## src/rtl/win_seq.sv

```systemverilog
// Frame sequencer ahead of the Hanning window multiplier: tags samples with a window index,
// inserts inter-frame gaps and tracks returned frames. Optional frame counter: WIN_SEQ_FRAME_CNT_EN.
module win_seq #(
  parameter int Dwidth = 16,
  parameter int Nwin   = 32,
  parameter int Iwidth = 5,
  parameter int Ngap   = 4,
  parameter int Fwidth = 16
) (
  input  logic              clk,
  input  logic              rst_n,
  input  logic              start,
  input  logic              stop,
  input  logic [Fwidth-1:0] nframes,
  input  logic              s_valid,
  input  logic [Dwidth-1:0] s_real,
  input  logic [Dwidth-1:0] s_imag,
  output logic              s_ready,
  output logic              win_dv,
  output logic [Iwidth-1:0] win_index,
  output logic [Dwidth-1:0] win_real,
  output logic [Dwidth-1:0] win_imag,
  input  logic              ret_dv,
  input  logic [Iwidth-1:0] ret_index,
  output logic              busy,
  output logic              done,
  output logic [Fwidth-1:0] frame_cnt
);

  localparam logic [1:0] S_IDLE  = 2'd0;
  localparam logic [1:0] S_RUN   = 2'd1;
  localparam logic [1:0] S_GAP   = 2'd2;
  localparam logic [1:0] S_DRAIN = 2'd3;

  localparam int GW = (Ngap > 1) ? $clog2(Ngap) : 1;
  localparam logic [GW-1:0]     GAP_LAST = GW'((Ngap > 0) ? Ngap - 1 : 0);
  localparam logic [Iwidth-1:0] IDX_LAST = Iwidth'(Nwin - 1);

  logic [1:0]        state;
  logic [Iwidth-1:0] idx;
  logic [Fwidth-1:0] issued, returned, nf;
  logic [GW-1:0]     gap_cnt;
  logic              stop_pend;
  logic              ret_hit;
  logic              hs;
  logic [Fwidth-1:0] issued_nx;

  assign s_ready   = (state == S_RUN);
  assign busy      = (state != S_IDLE);
  assign done      = (state == S_DRAIN) && (returned == issued);
  assign hs        = s_valid && s_ready;
  assign issued_nx = issued + 1'b1;

  always_ff @(posedge clk or negedge rst_n) begin
    if (!rst_n) begin
      state     <= S_IDLE;
      idx       <= '0;
      issued    <= '0;
      returned  <= '0;
      nf        <= '0;
      gap_cnt   <= '0;
      stop_pend <= 1'b0;
      ret_hit   <= 1'b0;
      win_dv    <= 1'b0;
      win_index <= '0;
      win_real  <= '0;
      win_imag  <= '0;
    end else begin
      win_dv <= 1'b0;
      if (hs) begin
        win_dv    <= 1'b1;
        win_index <= idx;
        win_real  <= s_real;
        win_imag  <= s_imag;
      end
      // Last-index returns are registered before counting, so done follows one cycle later.
      ret_hit <= (state != S_IDLE) && ret_dv && (ret_index == IDX_LAST);
      if ((state != S_IDLE) && ret_hit) returned <= returned + 1'b1;

      case (state)
        S_IDLE: begin
          if (start) begin
            state     <= S_RUN;
            idx       <= '0;
            issued    <= '0;
            returned  <= '0;
            stop_pend <= 1'b0;
            nf        <= nframes;
          end
        end
        S_RUN: begin
          if (stop) stop_pend <= 1'b1;
          if (hs) begin
            if (idx == IDX_LAST) begin
              idx    <= '0;
              issued <= issued_nx;
              if (stop_pend || stop || ((nf != '0) && (issued_nx == nf))) begin
                state <= S_DRAIN;
              end else if (Ngap > 0) begin
                state   <= S_GAP;
                gap_cnt <= '0;
              end
            end else begin
              idx <= idx + 1'b1;
            end
          end else if ((stop || stop_pend) && (idx == '0)) begin
            // Nothing of this frame accepted yet: finish without opening it.
            state <= S_DRAIN;
          end
        end
        S_GAP: begin
          if (stop || stop_pend) begin
            stop_pend <= 1'b1;
            state     <= S_DRAIN;
          end else if (gap_cnt == GAP_LAST) begin
            state <= S_RUN;
          end else begin
            gap_cnt <= gap_cnt + 1'b1;
          end
        end
        default: begin
          if (done) state <= S_IDLE;
        end
      endcase
    end
  end

`ifdef WIN_SEQ_FRAME_CNT_EN
  always_ff @(posedge clk or negedge rst_n) begin
    if (!rst_n)                            frame_cnt <= '0;
    else if ((state != S_IDLE) && ret_hit) frame_cnt <= frame_cnt + 1'b1;
  end
`else
  assign frame_cnt = '0;
`endif

endmodule
```

## config.mk

```make
export PLATFORM = sky130hd
export DESIGN_NAME = win_seq
export DESIGN_NICKNAME = d
export VERILOG_FILES = /design/src/rtl/win_seq.sv
export SDC_FILE = /design/constraint.sdc
export NUM_CORES = 1
export LEC_CHECK = 0
export CAP_MARGIN = 30
export CORE_ASPECT_RATIO = 0.8
export CORE_MARGIN = 3
export CORE_UTILIZATION = 46
export CTS_BUF_LIST = sky130_fd_sc_hd__clkbuf_16
export DETAILED_ROUTE_END_ITERATION = 6
export GPL_TIMING_DRIVEN = 0
export PLACE_DENSITY_LB_ADDON = 0.08
export SYNTH_ARGS = -nofsm -noshare
export SYNTH_HDL_FRONTEND = slang
export SYNTH_SLANG_ARGS = --single-unit
```

## constraint.sdc

```tcl
create_clock -name clk -period 2.5 [get_ports clk]
set_input_delay 0.5 -clock clk [delete_from_list [all_inputs] [get_ports clk]]
set_output_delay 0.5 -clock clk [all_outputs]
set_load 0.01 [all_outputs]
```

* Yosys cells after proc, flatten, opt, wreduce, memory -nomap -nowiden
Index checks and enable logic that the tools add are counted.
W data, S select, Z words.
** Storage, ports and cells
- Register bits after elaboration :: 97
- Logic and storage cells :: 89
** Operators by class
- Add/sub/neg operators :: 4
- Equal/unequal tests :: 19
- Muxes and demuxes :: 31
- Reductions and logical operators :: 23
** Operators with widths (number)
- $mux W16 :: 6
- $add A16 B1 Y16 const B :: 2
- $eq A16 B16 Y1 :: 2
- $pmux W16 S2 :: 1
- $mux W2 :: 12
- $reduce_bool A16 Y1 :: 1
- $mux W5 :: 3
- $ne A2 B2 Y1 const B :: 6
- $eq A5 B5 Y1 const B :: 2
- $pmux W5 S2 :: 1
- $reduce_and A4 Y1 :: 2
- $logic_and A1 B1 Y1 :: 7
- $eq A2 B2 Y1 const B :: 3
- $pmux W2 S3 :: 1
- $reduce_and A6 Y1 :: 1
- $reduce_bool A2 Y1 :: 3
- $add A5 B1 Y5 const B :: 1
- $logic_not A5 Y1 :: 1
- $mux W1 :: 5
- $reduce_and A5 Y1 :: 1
- $ne A2 B1 Y1 const B :: 2
- $pmux W2 S2 :: 1
- $reduce_bool A4 Y1 :: 1
- $ne A3 B1 Y1 const B :: 1
- other kinds (10) :: 11

* Logic depth before layout (Yosys ltp)
Gate-level depths: netlist of the first run.
- Depth in word-level cells :: 8
- Depth in mapped cells :: 10
- Mapped depth without buffers :: 9

* Worst setup path after synthesis of the first run
No wires, ideal clock.
- Kind :: reg2reg
- Start :: register issued[1]
- End :: register gap_cnt[0]
- Library setup time :: 0.125 ns
- Data arrival time :: 2.281 ns
- Data required time :: 2.375 ns
- Path slack :: 0.094 ns
- Stages on the path, launching flop included :: 10
- Buffers on the path :: 1
- Period minus slack after synthesis :: 2.406 ns
- Cells stage by stage :: dfrtp_1 > ha_1 > buf_4 > nand4_2 > or3_1 > xnor2_1 > o211ai_1 > nor4b_4 > nor3_2 > mux2_4
** On the way
- Longest elaborated chain between the ends :: 6
** Ends and longest elaborated chain
- start: declaration :: RTL line 41 : logic [Fwidth-1:0] issued, returned, nf;
- start signal: assignment :: RTL line 96 : issued <= issued_nx;
- $add A16 B1 Y16 :: RTL line 52 : assign issued_nx = issued + 1'b1;
- $eq A16 B16 Y1 :: RTL line 97 : if (stop_pend || stop || ((nf != '0) && (issued_nx == nf))) begin
- $logic_and A1 B1 Y1 :: RTL line 97
- $logic_or A1 B1 Y1 :: RTL line 97
- $ne A2 B2 Y1 (no line)
- $reduce_and A6 Y1 (no line)
- end signal: assignment :: RTL line 118 : gap_cnt <= gap_cnt + 1'b1;
- end: declaration :: RTL line 42 : logic [GW-1:0] gap_cnt;
No other way between the ends.
A chain may end at the register's enable or synchronous reset.

* Worst setup path in the final report of the first run
- Start :: register issued[1]
- End :: output done
** On the way
- Longest elaborated chain between the ends :: 2
** Ends and longest elaborated chain
- $eq A16 B16 Y1 :: RTL line 50 : assign done = (state == S_DRAIN) && (returned == issued);
- $logic_and A1 B1 Y1 :: RTL line 50
- end: declaration :: RTL line 26 : output logic done,
No other way between the ends.

==> impl_results.md, run 1 <==
* Rel. slew slack at 55.2%
* Reg2Reg Capture Point: gap_cnt[0]
* Total grt overflow at 0
* First-pass GRT wire length at around 21000 um
* Asr flop ratio synth at between 90% and 100%
* Min Tclk post-route at approximately 2.5 ns
* Layout cell share with drive strength beyond 1 at 22.7%
* Hold Violations, Final at 0
* Yosys reg bits at 97
* ANT nets after route at 0
* Delay-heaviest family, CP: simple AND/OR/NAND/NOR gates
* CTS tree: done
* Worst path bufs/invs at 2
* EDFF count, synth at 0
* Pint at 4.42 mW
* N_diodes at 0
* CP peak stage delay at 0.41 ns
* Post-route cell area at a little over 7000 um^2
* Highest clock rate at approximately 400 MHz
* Worst-path cell chain: buf_6, xor2_2, nor4_2, nand4_1, nor4_4, buf_2
* Sink Count at 97
* Commonest cells after routing, fill and taps aside: clkdlybuf4s50_1, dfrtp_1, mux2_2
* CTS root buf: clkbuf_16
* Cts bufs inserted at 9
* DP Worst Slack at -0.533 ns
* WP data required at roughly 2 ns
* Most common cell after layout, fill and taps aside: clkdlybuf4s50_1
* Synthesized area per cell at 10.5 um^2
* Mapped Cells at 504
* Chip width at 126 um
* Area growth, synth to finish at 34.3%
* Initial antenna violation count at 0
* 1st-iter DRT viols at 287
* Crit path capture type: output pin
* Fin crit share at roughly 100%
* Worst path arrival time at approximately 2.0 ns
* Hold crit path type: input pin to asynchronous set/reset pin
* Die area at 12800 um^2
* Post-placement cell count at 762
* Slew at the pin with the worst max-slew slack at ~0.67 ns
* Worst reg-to-reg path cell count at 8
* IO buf count at ~100
* FILL cells at 925
* Synth unique cells at 55
* DRC Markers at 0
* Vias in the first global route at between 4k and 5k
* Fin worst setup slack at 0.000992 ns
* Initial core utilization at between 40 and 50%
* Final net count at 712
* DP HPWL at 9740 um
* Layout Utilization at 64.2%
* Clk network pwr share at 22.1%
* Slowest cell on crit path: dfrtp_2
* Cell Area, Synth at 5290 um^2
* WS Path Type: flop to output pin
* RSZ-0062 raised after global routing: true
* Sequential Power Share at 37.4%
* H-tree depth at 3
* Vias at 4267
* Clk buf depth at 2
* Setup TNS at 0 ns
* Status: complete, no violations
* Clock Pin Slew Worst Setup and Hold Paths at 0.06 ns
* Setup crit start kind: flop
* Ports at 116
* Yosys warns at 0
* Drt first pass iters at 4
* FF-to-FF setup slack at 0.02 ns
* CORE AREA at 11100 um^2
* Largest net degree at the start of global routing at 70
* Number of max-cap violations at 0
* Clk_skew at 0.00608 ns
* Layout Cells excl Fill at 791
* Gr usage total at between 20% and 30%
* Smallest hold slack at 0.0891 ns
* Final setup fails at 0
* GPL Wtd Cong at between 0.9 and 1
* Chip Height at 102 um
* Logic pwr share at 40.6%
* Leakage at around 3.0 nW
* Sequential share of the synthesized area at about 46%
* Most used DFF post-synth: dfrtp_1
* Vias/cell at 5.39
* Clk Latency, worst-skew pair at 0.34 ns
* Maximum vdd drop at 0.576 mV
* Crit Path Max Fanout at 5
* NetSw at 2.19 mW
* FP Rows at 34
* Post-Place Cell Area at 6530 um^2
* Sw Ratio at ~33%
* Critical R2R Launch: issued[3]
* Design Power at ~6.6 mW
* Pins Over Slew Limit at 0
* PD cells at 931 nW/um^2
* Detailed Route WL at 13400 um
* Routed len/inst at ~17 um
## cell type report
type | count | area, um^2 | area share [%]
plain buffers | 39 | 259 | 3.65
clock buffers | 9 | 225 | 3.17
clock inverters | 7 | 86.3 | 1.22
inverters | 14 | 52.6 | 0.740
multi-input cells | 365 | 2730 | 38.4
flip-flops and latches | 97 | 2430 | 34.3
well taps | 144 | 180 | 2.54
repair buffers | 116 | 1130 | 16.0
## layer usage
layer  routed length, um  track usage, %
met5                   0               0
met4                 159            5.03
met3                 886            5.02
met2                6150            32.7
met1                6160            30.4
## power groups by stage
stage | clock, mW | combinational, mW | sequential, mW
final | 1.46 | 2.68 | 2.47
after global routing | 1.56 | 2.92 | 2.54
after CTS | 1.49 | 2.62 | 2.47
after detailed placement | 0 | 2.60 | 2.49
after global placement | 0 | 2.55 | 2.46
after floorplan | 0 | 1.35 | 2.54
## what timing repair did
action,in CTS,in global routing
pin swaps,3,13
hold buffers,0,0
endpoints found under the setup margin,13,50
buffers inserted,2,15
resized for setup,19,28
## how the worst max path moves through the flow
stage,from,endpoint,slack [ns],depth (start not counted)
floorplan,issued[1],gap_cnt[0],0.09,9
global placement,rst_n,returned[10],-2.78,1
detailed placement,issued[2],done,-0.53,6
CTS,issued[1],gap_cnt[0],0.003,8
global route,issued[1],done,-0.14,6
finish,issued[1],done,0.001,6
## sequential cells by signal (all words and copies together) (netlist names)
signal and flops:
gap_cnt 2, idx 5, issued 16, nf 16, ret_hit 1, returned 16
state 2, stop_pend 1, win_dv 1, win_imag 16, win_index 5, win_real 16
## cell families after synthesis
family / after synthesis / share of synthesized area, %
other cells: 1 / 0.0709
simple gates: 158 / 16.7
compound gates: 75 / 9.02
mux: 56 / 11.9
xor+xnor: 49 / 8.12
fa+ha+maj: 11 / 2.60
buf+inv: 57 / 5.66
flops: 97 / 45.9
## worst reg2reg max path: stages, from the launching register on
cell and delay (ns):
dfrtp_1 0.42, buf_4 0.21, nand4_1 0.18, nor4_4 0.26, mux2i_1 0.30, o2111ai_2 0.20, nor4b_4 0.38, nor3_2 0.10
mux2_4 0.30
## cells in the mapped netlist, drive strengths merged, types with 3 or more instances
cell type	instances	area, um^2
nand2	31	116
o211ai	5	37.5
ha	11	138
inv	14	52.6
o21ai	32	160
nand4	20	146
and2	5	31.3
nand2b	6	37.5
or3	8	50.1
nor2b	3	18.8
nor3	7	40.0
xor2	19	166
mux2i	5	50.1
xnor2	30	263
and4	5	46.3
a21oi	10	50.1
and3	6	38.8
clkbuf	13	48.8
a22o	3	26.3
buf	30	198
o31ai	8	60.1
o41ai	3	26.3
nand3	19	95.1
nor2	29	109
mux2	51	578
nor4	12	81.3
dfrtp	97	2430
(Power assumes the default switching activity.)
==> run 2, diff against run 1 <==
Settings changed: ABC_AREA set to 1.
==> impl_results.md, run 2 <==
* Status: finished with violations
* Failing checks: setup timing
* Ports at 116 (unchanged)
* Asr flop ratio synth at 100% (unchanged)
* FP Rows at 34 (unchanged)
* DP Worst Slack at -0.168 ns (+0.365 ns)
* Worst-path cell chain: inv_1, nor2_1, a2111oi_2, nand4_1, nor3_2, dlygate4sd2_1
* Reg2Reg Capture Point: idx[3]
* Design Power at 6.36 mW (-3.7%)
* N_diodes at 0 (unchanged)
* Setup TNS at -0.00474 ns (-0.00474 ns)
* Sink Count at 97 (unchanged)
* CTS tree: done
* Synth Area in Adders at 2.59% (-0.0086 points)
* XOR/XNOR share of the synthesized area at 3.33% (-4.8 points)
* Rel. slew slack at 53.8% (-1.4 points)
* Post-route cell area at 6870 um^2 (-3.3%)
* Clk Latency, worst-skew pair at 0.34 ns (about the same)
* Post-Synth Simple-Gate Area at 33.0% (+16 points)
* Synth unique cells at 37 (-33%)
* RSZ-0062 raised after global routing: true
* Layout Cells excl Fill at 965 (+22%)
* Yosys reg bits at 97 (unchanged)
* Initial antenna violation count at 0 (unchanged)
* Initial core utilization at 48.0% (+0.16 points)
* Fin crit share at 100% (+0.23 points)
* Compound-cell area share of the yosys netlist at 6.91% (-2.1 points)
* Synth top area share at 45.8% (-0.15 points)
* FF-to-FF setup slack at 0.19 ns (+0.17 ns)
* Clk_skew at 0.00467 ns (-0.00141 ns)
* Total grt overflow at 0 (unchanged)
* Crit Path Max Fanout at 5 (unchanged)
* Layout cell share with drive strength beyond 1 at 10.1% (-13 points)
* Smallest hold slack at 0.139 ns (+0.0501 ns)
* CTS root buf: clkbuf_16
* GPL Wtd Cong at 0.938 (+1.2%)
* Min Tclk post-route at 2.50 ns (+0.00573 ns)
* Synth top area cells: dfrtp_1, nand2_1, nor2_1
* Yosys warns at 0 (unchanged)
* Pins Over Slew Limit at 0 (unchanged)
* Leakage at 3.33 nW (+10%)
* Hold Violations, Final at 0 (unchanged)
* DRC Markers at 0 (unchanged)
* Clk buf depth at 2 (unchanged)
* Die area at 12900 um^2 (+0.31%)
* Hold crit path type: input pin to asynchronous set/reset pin
* Vias/cell at 5.06 (-6.2%)
* Critical R2R Launch: state[0]
* Number of max-cap violations at 0 (unchanged)
* Cell Area, Synth at 5300 um^2 (+0.33%)
* Mapped Cells at 690 (+37%)
* WS Path Type: flop to output pin
* Commonest cells after routing, fill and taps aside: nand2_1, clkdlybuf4s50_1, dfrtp_1
* Vias at 4883 (+14%)
* Post-placement cell count at 949 (+25%)
* Highest clock rate at 399 MHz (-0.23%)
* H-tree depth at 3 (unchanged)
* First-pass GRT wire length at 23100 um (+7.3%)
* IO buf count at 99 (+1.0%)
* Yosys top cell by area: dfrtp_1
* Layout Utilization at 62.1% (-2.1 points)
* Drt first pass iters at 7 (+3)
* EDFF count, synth at 0 (unchanged)
* Main combinational cell family by area after synthesis: simple AND/OR/NAND/NOR gates
* Most common cell after layout, fill and taps aside: nand2_1
* Final setup fails at 1 (+1)
* PD cells at 926 nW/um^2 (-0.50%)
* FILL cells at 1011 (+9.3%)
* Routed len/inst at 14.5 um (-14%)
* WP data required at 2.00 ns (about the same)
* Post-synth top cells: nand2_1, dfrtp_1, nor2_1, inv_1, nand3_1
* Largest net degree at the start of global routing at 59 (-16%)
* Most frequent cell after synthesis: nand2_1
* Slowest cell on crit path: dfrtp_1
* DP HPWL at 10800 um (+11%)
* Cts bufs inserted at 9 (unchanged)
* Maximum vdd drop at 0.492 mV (-15%)
* Vias in the first global route at 4603 (+10%)
* Synthesized area per cell at 7.69 um^2 (-27%)
* Chip width at 126 um (+0.15%)
* Worst reg-to-reg path cell count at 10 (+2)
* CP peak stage delay at 0.44 ns (+0.03 ns)
* Gr usage total at 22.3% (+1.3 points)
* ANT nets after route at 0 (unchanged)
* 1st-iter DRT viols at 387 (+35%)
* Detailed Route WL at 14000 um (+5.0%)
* Slew at the pin with the worst max-slew slack at 0.691 ns (+0.0196 ns)
* Fin worst setup slack at -0.00474 ns (-0.00573 ns)
* Mux contribution to synthesized area at 0.189% (-12 points)
* Worst path arrival time at 2.00 ns (about the same)
* Post-Place Cell Area at 6560 um^2 (+0.42%)
* Area growth, synth to finish at 29.5%
* Crit path capture type: output pin
* Sequential share of the synthesized area at 45.8% (-0.15 points)
* Setup repair bufs after CTS at 0 (-2)
* Chip Height at 102 um (+0.15%)
* CORE AREA at 11100 um^2 (unchanged)
* Setup crit start kind: flop
* Most used DFF post-synth: dfrtp_1
* Clock Pin Slew Worst Setup and Hold Paths at 0.07 ns (about the same)
* Final net count at 886 (+24%)
run 2: cell count changes in the layout (fill, tap and decap cells not counted), sizes merged, moves of 8 or more:
cell	delta
nand4	-8
nor2	+48
buf	-27
o22ai	+10
xnor2	-28
or3	-8
nand2	+209
nand3	+28
inv	+54
o31ai	-8
mux2	-51
run 2: kinds of logic (layout without fill, tap and decap cells):
family                     Yosys count  in the layout
AOI/OAI and AO/OA                   65             65
xor gates and xnor gates            17             17
adders and majority gates           11             11
buffers and inverters               98            214
DFF                                 97             97
muxes                                1              1
other                                1             16
and+or+nand+nor                    400            400
run 2: cell type report:
class / instances / area, um^2 / area share [%]
buffer: 30 / 178 / 2.59
clock buffer: 9 / 225 / 3.28
clock inverter: 7 / 43.8 / 0.638
inverter: 68 / 259 / 3.77
multi-input combinational: 510 / 2530 / 36.9
sequential: 97 / 2430 / 35.4
tap: 144 / 180 / 2.62
timing repair buffer: 100 / 1010 / 14.8
run 2: layer usage:
| metal | share of wire, % | up-vias | wire length [um] | global-route usage, % |
|---|---|---|---|---|
| li1 | - | 2435 | - | - |
| met1 | 46 | 2264 | 6500 | 32.6 |
| met2 | 43 | 169 | 6080 | 33.3 |
| met3 | 9.2 | 15 | 1290 | 6.53 |
| met4 | 1.1 | 0 | 152 | 4.70 |
| met5 | 0 | - | 0 | 0 |
run 2: repair_timing:
item,in CTS,in global routing
endpoints found under the setup margin,11,18
resized for setup,7,11
hold buffers,0,0
cloned,0,0
run 2: worst max path at each step:
stage | from | endpoint | slack [ns]
2_1_floorplan | state[0] | returned[15] | 0.53
3_3_place_gp | rst_n | win_imag[15] | -2.81
3_5_place_dp | s_valid | issued[6] | -0.17
4_1_cts | issued[14] | done | 0.003
5_1_grt | issued[9] | done | -0.12
6_report | issued[9] | done | -0.005
run 2: critical path, delay by kind of cell (launching register included):
kind,cells,cell delay (ns)
compound gates,1,0.38
buf+inv,2,0.45
flops,1,0.44
simple gates,3,0.39
run 2: power by group:
group	internal (mW)	switching, mW
combinational	1.18	1.52
clock	0.675	0.608
sequential	2.04	0.338
